`config.mk`:
```
export PLATFORM = sky130hd
export DESIGN_NAME = ball_centroid_tracker
export DESIGN_NICKNAME = d
export VERILOG_FILES = /design/src/rtl/ball_centroid_tracker.sv
export SDC_FILE = /design/constraint.sdc
export NUM_CORES = 1
export LEC_CHECK = 0
export CAP_MARGIN = 15
export CORE_UTILIZATION = 40
export CTS_CLUSTER_DIAMETER = 120
export DETAILED_ROUTE_END_ITERATION = 8
export DONT_BUFFER_PORTS = 1
export PLACE_DENSITY = 0.56
export SLEW_MARGIN = 10
export SYNTH_ARGS = -nofsm -noshare
export SYNTH_HDL_FRONTEND = slang
export SYNTH_SLANG_ARGS = --single-unit
```
`constraint.sdc`:
```
create_clock -name iCLK -period 11.75 [get_ports iCLK]
set_input_delay 1.7625 -clock iCLK [delete_from_list [all_inputs] [get_ports iCLK]]
set_output_delay 1.7625 -clock iCLK [all_outputs]
set_load 0.02 [all_outputs]
```
`src/rtl/ball_centroid_tracker.sv`:
```
// Ball colour-window detector: per-frame match count and X/Y coordinate sums,
// followed by a serial restoring divider that produces the ball centroid.
//
// state   | meaning
// IDLE    | accumulating pixels, waiting for frame end
// CHECK   | compare snapshot count against MIN_PIXELS
// DIV_X   | sumX / count, one quotient bit per cycle
// DIV_Y   | sumY / count, one quotient bit per cycle
// DONE    | publish results, pulse oVALID
module ball_centroid_tracker #(
    parameter int H_ACTIVE   = 640,
    parameter int V_ACTIVE   = 480,
    parameter int R_MIN      = 160,
    parameter int G_MAX      = 100,
    parameter int B_MAX      = 80,
    parameter int MIN_PIXELS = 64,
    parameter int SUM_W      = 28,
    parameter int CNT_W      = 19
) (
    input  logic             iCLK,
    input  logic             iRST,
    input  logic             iDVAL,
    input  logic             iVS,
    input  logic [7:0]       iRed,
    input  logic [7:0]       iGreen,
    input  logic [7:0]       iBlue,
    output logic             oMASK,
    output logic [9:0]       oX,
    output logic [9:0]       oY,
    output logic [CNT_W-1:0] oCOUNT,
    output logic             oFOUND,
    output logic             oVALID,
    output logic             oDROP
);
    localparam int XW = $clog2(H_ACTIVE);
    localparam int YW = $clog2(V_ACTIVE + 1);
    localparam int BW = $clog2(SUM_W);
    localparam logic [XW-1:0]    X_LAST   = XW'(H_ACTIVE - 1);
    localparam logic [YW-1:0]    Y_END    = YW'(V_ACTIVE);
    localparam logic [BW-1:0]    BIT_LAST = BW'(SUM_W - 1);
    localparam logic [CNT_W-1:0] CNT_MAX  = {CNT_W{1'b1}};
    localparam logic [CNT_W-1:0] MIN_C    = CNT_W'(MIN_PIXELS);
    localparam logic [7:0]       R_MIN_C  = 8'(R_MIN);
    localparam logic [7:0]       G_MAX_C  = 8'(G_MAX);
    localparam logic [7:0]       B_MAX_C  = 8'(B_MAX);

    typedef enum logic [2:0] {S_IDLE, S_CHECK, S_DIV_X, S_DIV_Y, S_DONE} state_t;
    state_t state, state_next;

    logic             vs_q, dval_q;
    logic [XW-1:0]    x_pos;
    logic             x_full;
    logic [YW-1:0]    y_pos;
    logic [CNT_W-1:0] cnt;
    logic [SUM_W-1:0] sum_x, sum_y;

    logic [CNT_W-1:0] snap_cnt;
    logic [SUM_W-1:0] snap_sy;
    logic [SUM_W-1:0] div_num;
    logic [CNT_W-1:0] div_rem;
    logic [BW-1:0]    bit_cnt;
    logic [9:0]       quot_x;

    logic frame_end, line_end, colour_ok, in_range, match, found;
    logic [CNT_W:0]   rem_shift;
    logic             q_bit;
    logic [CNT_W-1:0] rem_next;
    logic [SUM_W-1:0] num_next;

    assign frame_end = vs_q & ~iVS;
    assign line_end  = dval_q & ~iDVAL;
    assign colour_ok = (iRed >= R_MIN_C) && (iGreen <= G_MAX_C) && (iBlue <= B_MAX_C);
    assign in_range  = !x_full && (y_pos < Y_END);
    assign match     = iDVAL & colour_ok & in_range;
    assign found     = (snap_cnt >= MIN_C);

    // Restoring divide step; the difference always fits CNT_W bits since rem < divisor.
    assign rem_shift = {div_rem, div_num[SUM_W-1]};
    assign q_bit     = (rem_shift >= {1'b0, snap_cnt});
    assign rem_next  = q_bit ? (rem_shift[CNT_W-1:0] - snap_cnt) : rem_shift[CNT_W-1:0];
    assign num_next  = {div_num[SUM_W-2:0], q_bit};

    always_ff @(posedge iCLK or posedge iRST) begin
        if (iRST) begin
            vs_q   <= 1'b0;
            dval_q <= 1'b0;
            oMASK  <= 1'b0;
            x_pos  <= '0;
            x_full <= 1'b0;
            y_pos  <= '0;
            cnt    <= '0;
            sum_x  <= '0;
            sum_y  <= '0;
        end else begin
            vs_q   <= iVS;
            dval_q <= iDVAL;
            oMASK  <= match;
            if (frame_end) begin
                x_pos  <= '0;
                x_full <= 1'b0;
                y_pos  <= '0;
                cnt    <= '0;
                sum_x  <= '0;
                sum_y  <= '0;
            end else begin
                if (line_end) begin
                    x_pos  <= '0;
                    x_full <= 1'b0;
                    if (y_pos != Y_END) y_pos <= y_pos + 1'b1;
                end else if (iDVAL) begin
                    if (x_pos == X_LAST) x_full <= 1'b1;
                    else                 x_pos  <= x_pos + 1'b1;
                end
                if (match) begin
                    if (cnt != CNT_MAX) cnt <= cnt + 1'b1;
                    sum_x <= sum_x + SUM_W'(x_pos);
                    sum_y <= sum_y + SUM_W'(y_pos);
                end
            end
        end
    end

    always_ff @(posedge iCLK or posedge iRST) begin
        if (iRST) state <= S_IDLE;
        else      state <= state_next;
    end

    always_comb begin
        state_next = state;
        case (state)
            S_IDLE:  if (frame_end) state_next = S_CHECK;
            S_CHECK: state_next = found ? S_DIV_X : S_DONE;
            S_DIV_X: if (bit_cnt == '0) state_next = S_DIV_Y;
            S_DIV_Y: if (bit_cnt == '0) state_next = S_DONE;
            S_DONE:  state_next = S_IDLE;
            default: state_next = S_IDLE;
        endcase
    end

    always_ff @(posedge iCLK or posedge iRST) begin
        if (iRST) begin
            snap_cnt <= '0;
            snap_sy  <= '0;
            div_num  <= '0;
            div_rem  <= '0;
            bit_cnt  <= '0;
            quot_x   <= '0;
            oX       <= '0;
            oY       <= '0;
            oCOUNT   <= '0;
            oFOUND   <= 1'b0;
            oVALID   <= 1'b0;
            oDROP    <= 1'b0;
        end else begin
            oVALID <= 1'b0;
            // A frame end while busy loses its snapshot; the division in flight is untouched.
            oDROP  <= frame_end && (state != S_IDLE);
            case (state)
                S_IDLE: begin
                    if (frame_end) begin
                        snap_cnt <= cnt;
                        div_num  <= sum_x;
                        snap_sy  <= sum_y;
                    end
                end
                S_CHECK: begin
                    div_rem <= '0;
                    bit_cnt <= BIT_LAST;
                end
                S_DIV_X: begin
                    div_rem <= rem_next;
                    div_num <= num_next;
                    bit_cnt <= bit_cnt - 1'b1;
                    if (bit_cnt == '0) begin
                        quot_x  <= num_next[9:0];
                        div_num <= snap_sy;
                        div_rem <= '0;
                        bit_cnt <= BIT_LAST;
                    end
                end
                S_DIV_Y: begin
                    div_rem <= rem_next;
                    div_num <= num_next;
                    bit_cnt <= bit_cnt - 1'b1;
                end
                S_DONE: begin
                    oVALID <= 1'b1;
                    oCOUNT <= snap_cnt;
                    oFOUND <= found;
                    if (found) begin
                        oX <= quot_x;
                        oY <= div_num[9:0];
                    end
                end
                default: ;
            endcase
        end
    end
endmodule
```
# Yosys cells after proc, flatten, opt, wreduce, memory -nomap -nowiden
# Index checks and enable logic that the tools add are counted.
[word_totals]
regBits = 252
latchBits = 0
ram_bits = 0
rom_bits = 0
output_inout_bits = 43
mem_count = 0
[classes]
n_addsub = 7
mul = 0
div = 0
magnitude_cmp = 6
eq_ne = 11
n_shift = 0
muxes = 32
bitwise_logic = 6
reduce_logical = 25
[op_table]
columns = ["cell", "n"]
rows = [
  ["$mux 28", 6],
  ["$mux 19", 5],
  ["$pmux 28 s3", 1],
  ["$pmux 19 s3", 1],
  ["$mux 10", 4],
  ["$add 28x10->28", 1],
  ["$add 28x9->28", 1],
  ["$mux 9", 3],
  ["$ge 20x19->1", 1],
  ["$add 19x1->19 const B", 1],
  ["$ge 19x7->1 const B", 1],
  ["$ne 19x19->1 const B", 1],
  ["$sub 19x19->19", 1],
  ["$le 8x7->1 const B", 2],
  ["$reduce_and 2->1", 8],
  ["$pmux 5 s3", 1],
  ["$reduce_bool 3->1", 5],
  ["$mux 3", 4],
  ["$pmux 3 s4", 1],
  ["$add 10x1->10 const B", 1],
  ["$eq 10x10->1 const B", 1],
  ["$add 9x1->9 const B", 1],
  ["$lt 9x9->1 const B", 1],
  ["$ne 9x9->1 const B", 1],
  ["other kinds (17)", 34],
]

# Longest topological paths before layout
[logic_depth]
ltp_word = 7
depth_mapped = 12
ltp_nobuf = 10

# Worst setup path after synthesis
# Ideal clock, no wire load.
[synth_path]
path_type = "input-to-reg"
from = "input iBlue[0]"
to = "register sum_y[22]"
setup_ps = 119
arrival_ps = 3399
required_ps = 11631
slack_ps = 8232
path_stages = 8
n_path_buf = 1
path_cell_list = "o41a_1 -> o21ai_2 -> nand3_2 -> or3_1 -> buf_6 -> nand4b_1 -> xnor2_1 -> and2_1"
[synth_via]
elab_chain_cells = 5
[synth_lines]
columns = ["element", "line_no", "text"]
rows = [
  ["start: declaration", "26", "input logic [7:0] iBlue,"],
  ["$le 8x7->1", "72", "assign colour_ok = (iRed >= R_MIN_C) && (iGreen <= G_MAX_C) && (iBlue <= B_MAX_C);"],
  ["$logic_and 1x1->1", "72", ""],
  ["$and 1x1->1 (2 in series)", "74", "assign match = iDVAL & colour_ok & in_range;"],
  ["$reduce_bool 2->1 (no line)", "--", ""],
  ["end signal: assignment", "117", "sum_y <= sum_y + SUM_W'(y_pos);"],
  ["end: declaration", "55", "logic [SUM_W-1:0] sum_x, sum_y;"],
]
# No other way between the ends.
# A chain may end at the register's enable or synchronous reset.

# Worst setup path after layout
[layout_path]
from = "input iBlue[7]"
to = "register sum_y[17]"
# Same word-level chain as after synthesis.

==> key figures <==
Clock tree
  – CTS tree: built
  – CTS Buffer Depth: 3
  – Root Driver: clkbuf_16
  – CTS Buf Count: 29
  – Htree depth: 1
  – Postcts setup bufs: 0
  – CTS resizes: 0
  – CTS Hold Bufs: 0
  – Worst-skew pair later-pin latency: 0.55 ns
  – Clock slew at reported path FFs: 0.06 ns
  – Num Clock Sinks: 252

Route
  – Final WL: 29400 microns
  – DRC violations left: 0
  – Routed Antenna Nets: 0
  – Vias/cell: 5.56
  – First-pass DRT Iterations: 5
  – Routed via count: 9000
  – Iteration-0 DRC Markers: 490
  – Avg WL per Cell: 18.2 microns

STA
  – Least-Margin Pin Slew: 0.947 ns
  – Max-slew violations: 0
  – RSZ-0062 raised after global routing: false
  – Fin crit period: 4.08 ns
  – Fin worst setup slack: 7.67 ns
  – Fin crit share: 34.8%
  – Skew final: 0.0125 ns
  – Fin Setup TNS: 0 ns
  – Final Setup Violations: 0
  – Final Hold Fails: 0
  – Slew margin rel.: 36.8%
  – Fmax: 0.245 GHz

Cells and area
  – Fillers: 2937
  – Layout cells sized above 1: 14.2%
  – Final nets: 1269
  – Antenna Cells: 0
  – Area Overhead vs Synth: 10.5%

Synthesis
  – Synth top area cells: dfrtp_1 (49%), mux2_2 (8.2%), ha_1 (4.2%)
  – Sequential-to-total area share from yosys stat: 49.4%
  – Post-Syn Area: 12800 sq um
  – Syn Area/Cell: 10.5 sq um
  – Async SR Flop Fraction: 100%
  – Post-synth top area share: 49.4%
  – Synth warnings: 0
  – Post-synthesis instance total: 1212
  – Top FF cell, synth: dfrtp_1
  – FF+latch count, synth: 252
  – Largest area contributor in the netlist: dfrtp_1
  – Number of synthesized flops with an enable pin: 0
  – Syn Nets: 1286
  – Distinct cells, synth: 70

Die
  – Row cnt: 65
  – Die height: 181 microns
  – Total core area: 31500 sq um
  – Die X: 181 microns
  – I/O Pins: 71
  – Initial core utilization: 40.5%
  – Total die area: 32600 sq um

Setup path
  – CP delay by family, top: simple AND/OR/NAND/NOR gates
  – WP data required: 12.17 ns
  – Crit Path Category: in2reg
  – Crit-path slowest cell: inv_1
  – CP Data Arrival Time: 4.50 ns
  – R2r worst-path depth: 9
  – Buf+Inv Stages, Crit Path: 2
  – Flop2flop setup slack: 8.16 ns
  – Worst stage delay on the critical path: 0.70 ns
  – CP startpoint kind: primary input
  – Crit path cell chain: nand4bb_1 > nor4_2 > nand3_2 > buf_4 > inv_1 > nand3_1 > nor4b_1 > xnor2_1 > nor2_1
  – RR Endpoint: div_rem[7]$_DFFE_PP0P_
  – Reg-to-Reg Start: snap_cnt[0]$_DFFE_PP0P_
  – CP Capture Type: flip-flop
  – Critical path fanouts, max: 29

Global route
  – Global-route wire length before repair: 49300 microns
  – All-Layer GR Usage: 18.6%
  – Total gr overflow: 0
  – Antenna violations before repair: 0
  – Largest net degree at the start of global routing: 113
  – Vias in the first global route: 9245

Hold path
  – Worst Hold Path Cells: 2
  – Hold EP: snap_sy[15]$_DFFE_PP0P_
  – Hold Crit Start: snap_sy[15]$_DFFE_PP0P_
  – Worst Hold Class: reg2reg

Status
  – Status: completed

Placement
  – HPWL after DPL: 19600 microns
  – Routability Congestion: 0.831
  – IO buf count: 0
  – Place WS: 7.01 ns

Power
  – Max VDD drop: 135 uV
  – PD cells: 195 nW/um^2
  – Leakage: 0.00656 uW

Job
  – Max-cap viol count: 0
==> cell usage in the layout (no fill, tap or decap), drive strengths merged, types with 4 or more instances in the layout <==
cell        n
dfrtp     252
nor2       94
mux2       93
a21oi      89
nand2      84
o21ai      60
ha         43
clkbuf     43
xnor2      41
inv        41
xor2       35
mux2i      33
nor3       32
nand3      30
a221oi     27
nand4      26
or3        22
nor4       17
buf        14
a21o       12
and3       11
a32oi       9
nor2b       9
o21a        8
a31oi       7
nand2b      7
a211oi      6
clkinvlp    5
and2        5
nand4b      4
o31ai       4
and4        4
o211ai      4
or2         4
==> Yosys cell counts (3+ instances only) <==
library cell    n
o21ai_0        57
a211o_1         3
o41ai_1         3
a21oi_1        89
a221oi_1       27
mux2i_1        33
or2_2           3
o211ai_1        3
nand4b_1        4
nor3_1         28
a22o_1          3
or3_1          22
clkbuf_1       39
xnor2_1        41
fa_1            3
o31ai_1         3
a32oi_1         9
nor2b_1         9
a31oi_1         7
and2_1          4
and4_1          3
buf_2          10
a21o_1         12
mux2_2         93
nand2_1        84
nor3_2          4
o21a_1          8
nand2b_1        7
and3_1         11
a211oi_1        6
nor2_1         94
nand3_1        29
dfrtp_1       252
xor2_1         35
buf_1           8
ha_1           43
nand4_1        26
inv_1          40
nor4_1         16
==> worst max-delay path by stage <==
| stage | from | endpoint | cells after the start |
|---|---|---|---|
| finish | iBlue[7] | sum_y[17]$_DFFE_PP0P_ | 9 |
| global route | iBlue[7] | sum_y[17]$_DFFE_PP0P_ | 9 |
| CTS | iBlue[7] | sum_y[17]$_DFFE_PP0P_ | 9 |
| detailed placement | iBlue[7] | sum_y[17]$_DFFE_PP0P_ | 9 |
| global placement | iBlue[7] | sum_y[17]$_DFFE_PP0P_ | 9 |
| floorplan | iRST | bit_cnt[0]$_DFFE_PP0P_ | 1 |
==> routing by layer <==
layer  part of all wire (%)  wire length, microns  track usage, %
met5                      0                     0               0
met4                    3.2                   933            6.12
met3                    4.4                  1290            3.46
met2                     46                 13500            30.5
met1                     47                 13700            24.7
==> kinds of logic after synthesis <==
group	count (synthesis)	synth area share, %
AO/OA/AOI/OAI	251	12.5
adder cells (fa/ha/maj)	46	4.69
flip-flops	252	49.4
multiplexers	126	10.8
AND/OR/NAND/NOR	359	14.1
XOR/XNOR	76	5.22
buffers and inverters	102	3.27
==> tightest hold or removal path, stage by stage (launching register included) <==
cell and delay, ns:
dfrtp_1 0.34, nand2_1 0.04, o21ai_0 0.06
==> stage by stage <==
step                total power [uW]  cells  hold WS, ns  utilization [%]  area, sq um
floorplan                       1710   1212        0.450                -        12800
global placement                1860   1565        0.470             41.7        13100
detailed placement              1860   1565        0.478             41.7        13100
CTS                             2780   1619        0.492             44.8        14100
global route                    2920   1620        0.523             44.8        14100
finish                          2750   1620        0.488             44.8        14100
==> sequential cells by signal, indices dropped and copies added (netlist names), 3 cells and up <==
signal and cells:
sum_y 28, cnt 19, div_rem 19, oCOUNT 19, div_num 28, x_pos 10, snap_cnt 19, y_pos 9
snap_sy 28, state 3, oX 10, quot_x 10, sum_x 28, bit_cnt 5, oY 10
==> area by class of cell <==
| type | instances | area [sq um] | share of cell area [%] |
|---|---|---|---|
| inverter | 40 | 158 | 1.12 |
| sequential | 252 | 6310 | 44.7 |
| multi-input combinational | 858 | 6060 | 43.0 |
| tap | 402 | 503 | 3.57 |
| clock buffer | 43 | 838 | 5.95 |
| timing repair buffer | 14 | 105 | 0.746 |
| clock inverter | 11 | 121 | 0.861 |
==> power by group <==
| group | leakage (uW) | total, uW | switching, uW | internal [uW] |
|---|---|---|---|---|
| clock network | 0.000455 | 903 | 366 | 537 |
| logic | 0.00264 | 805 | 474 | 331 |
| registers | 0.00347 | 1040 | 90.6 | 952 |
| total | 0.00656 | 2750 | 931 | 1820 |
No activity file was read; power rests on OpenSTA's default activity.
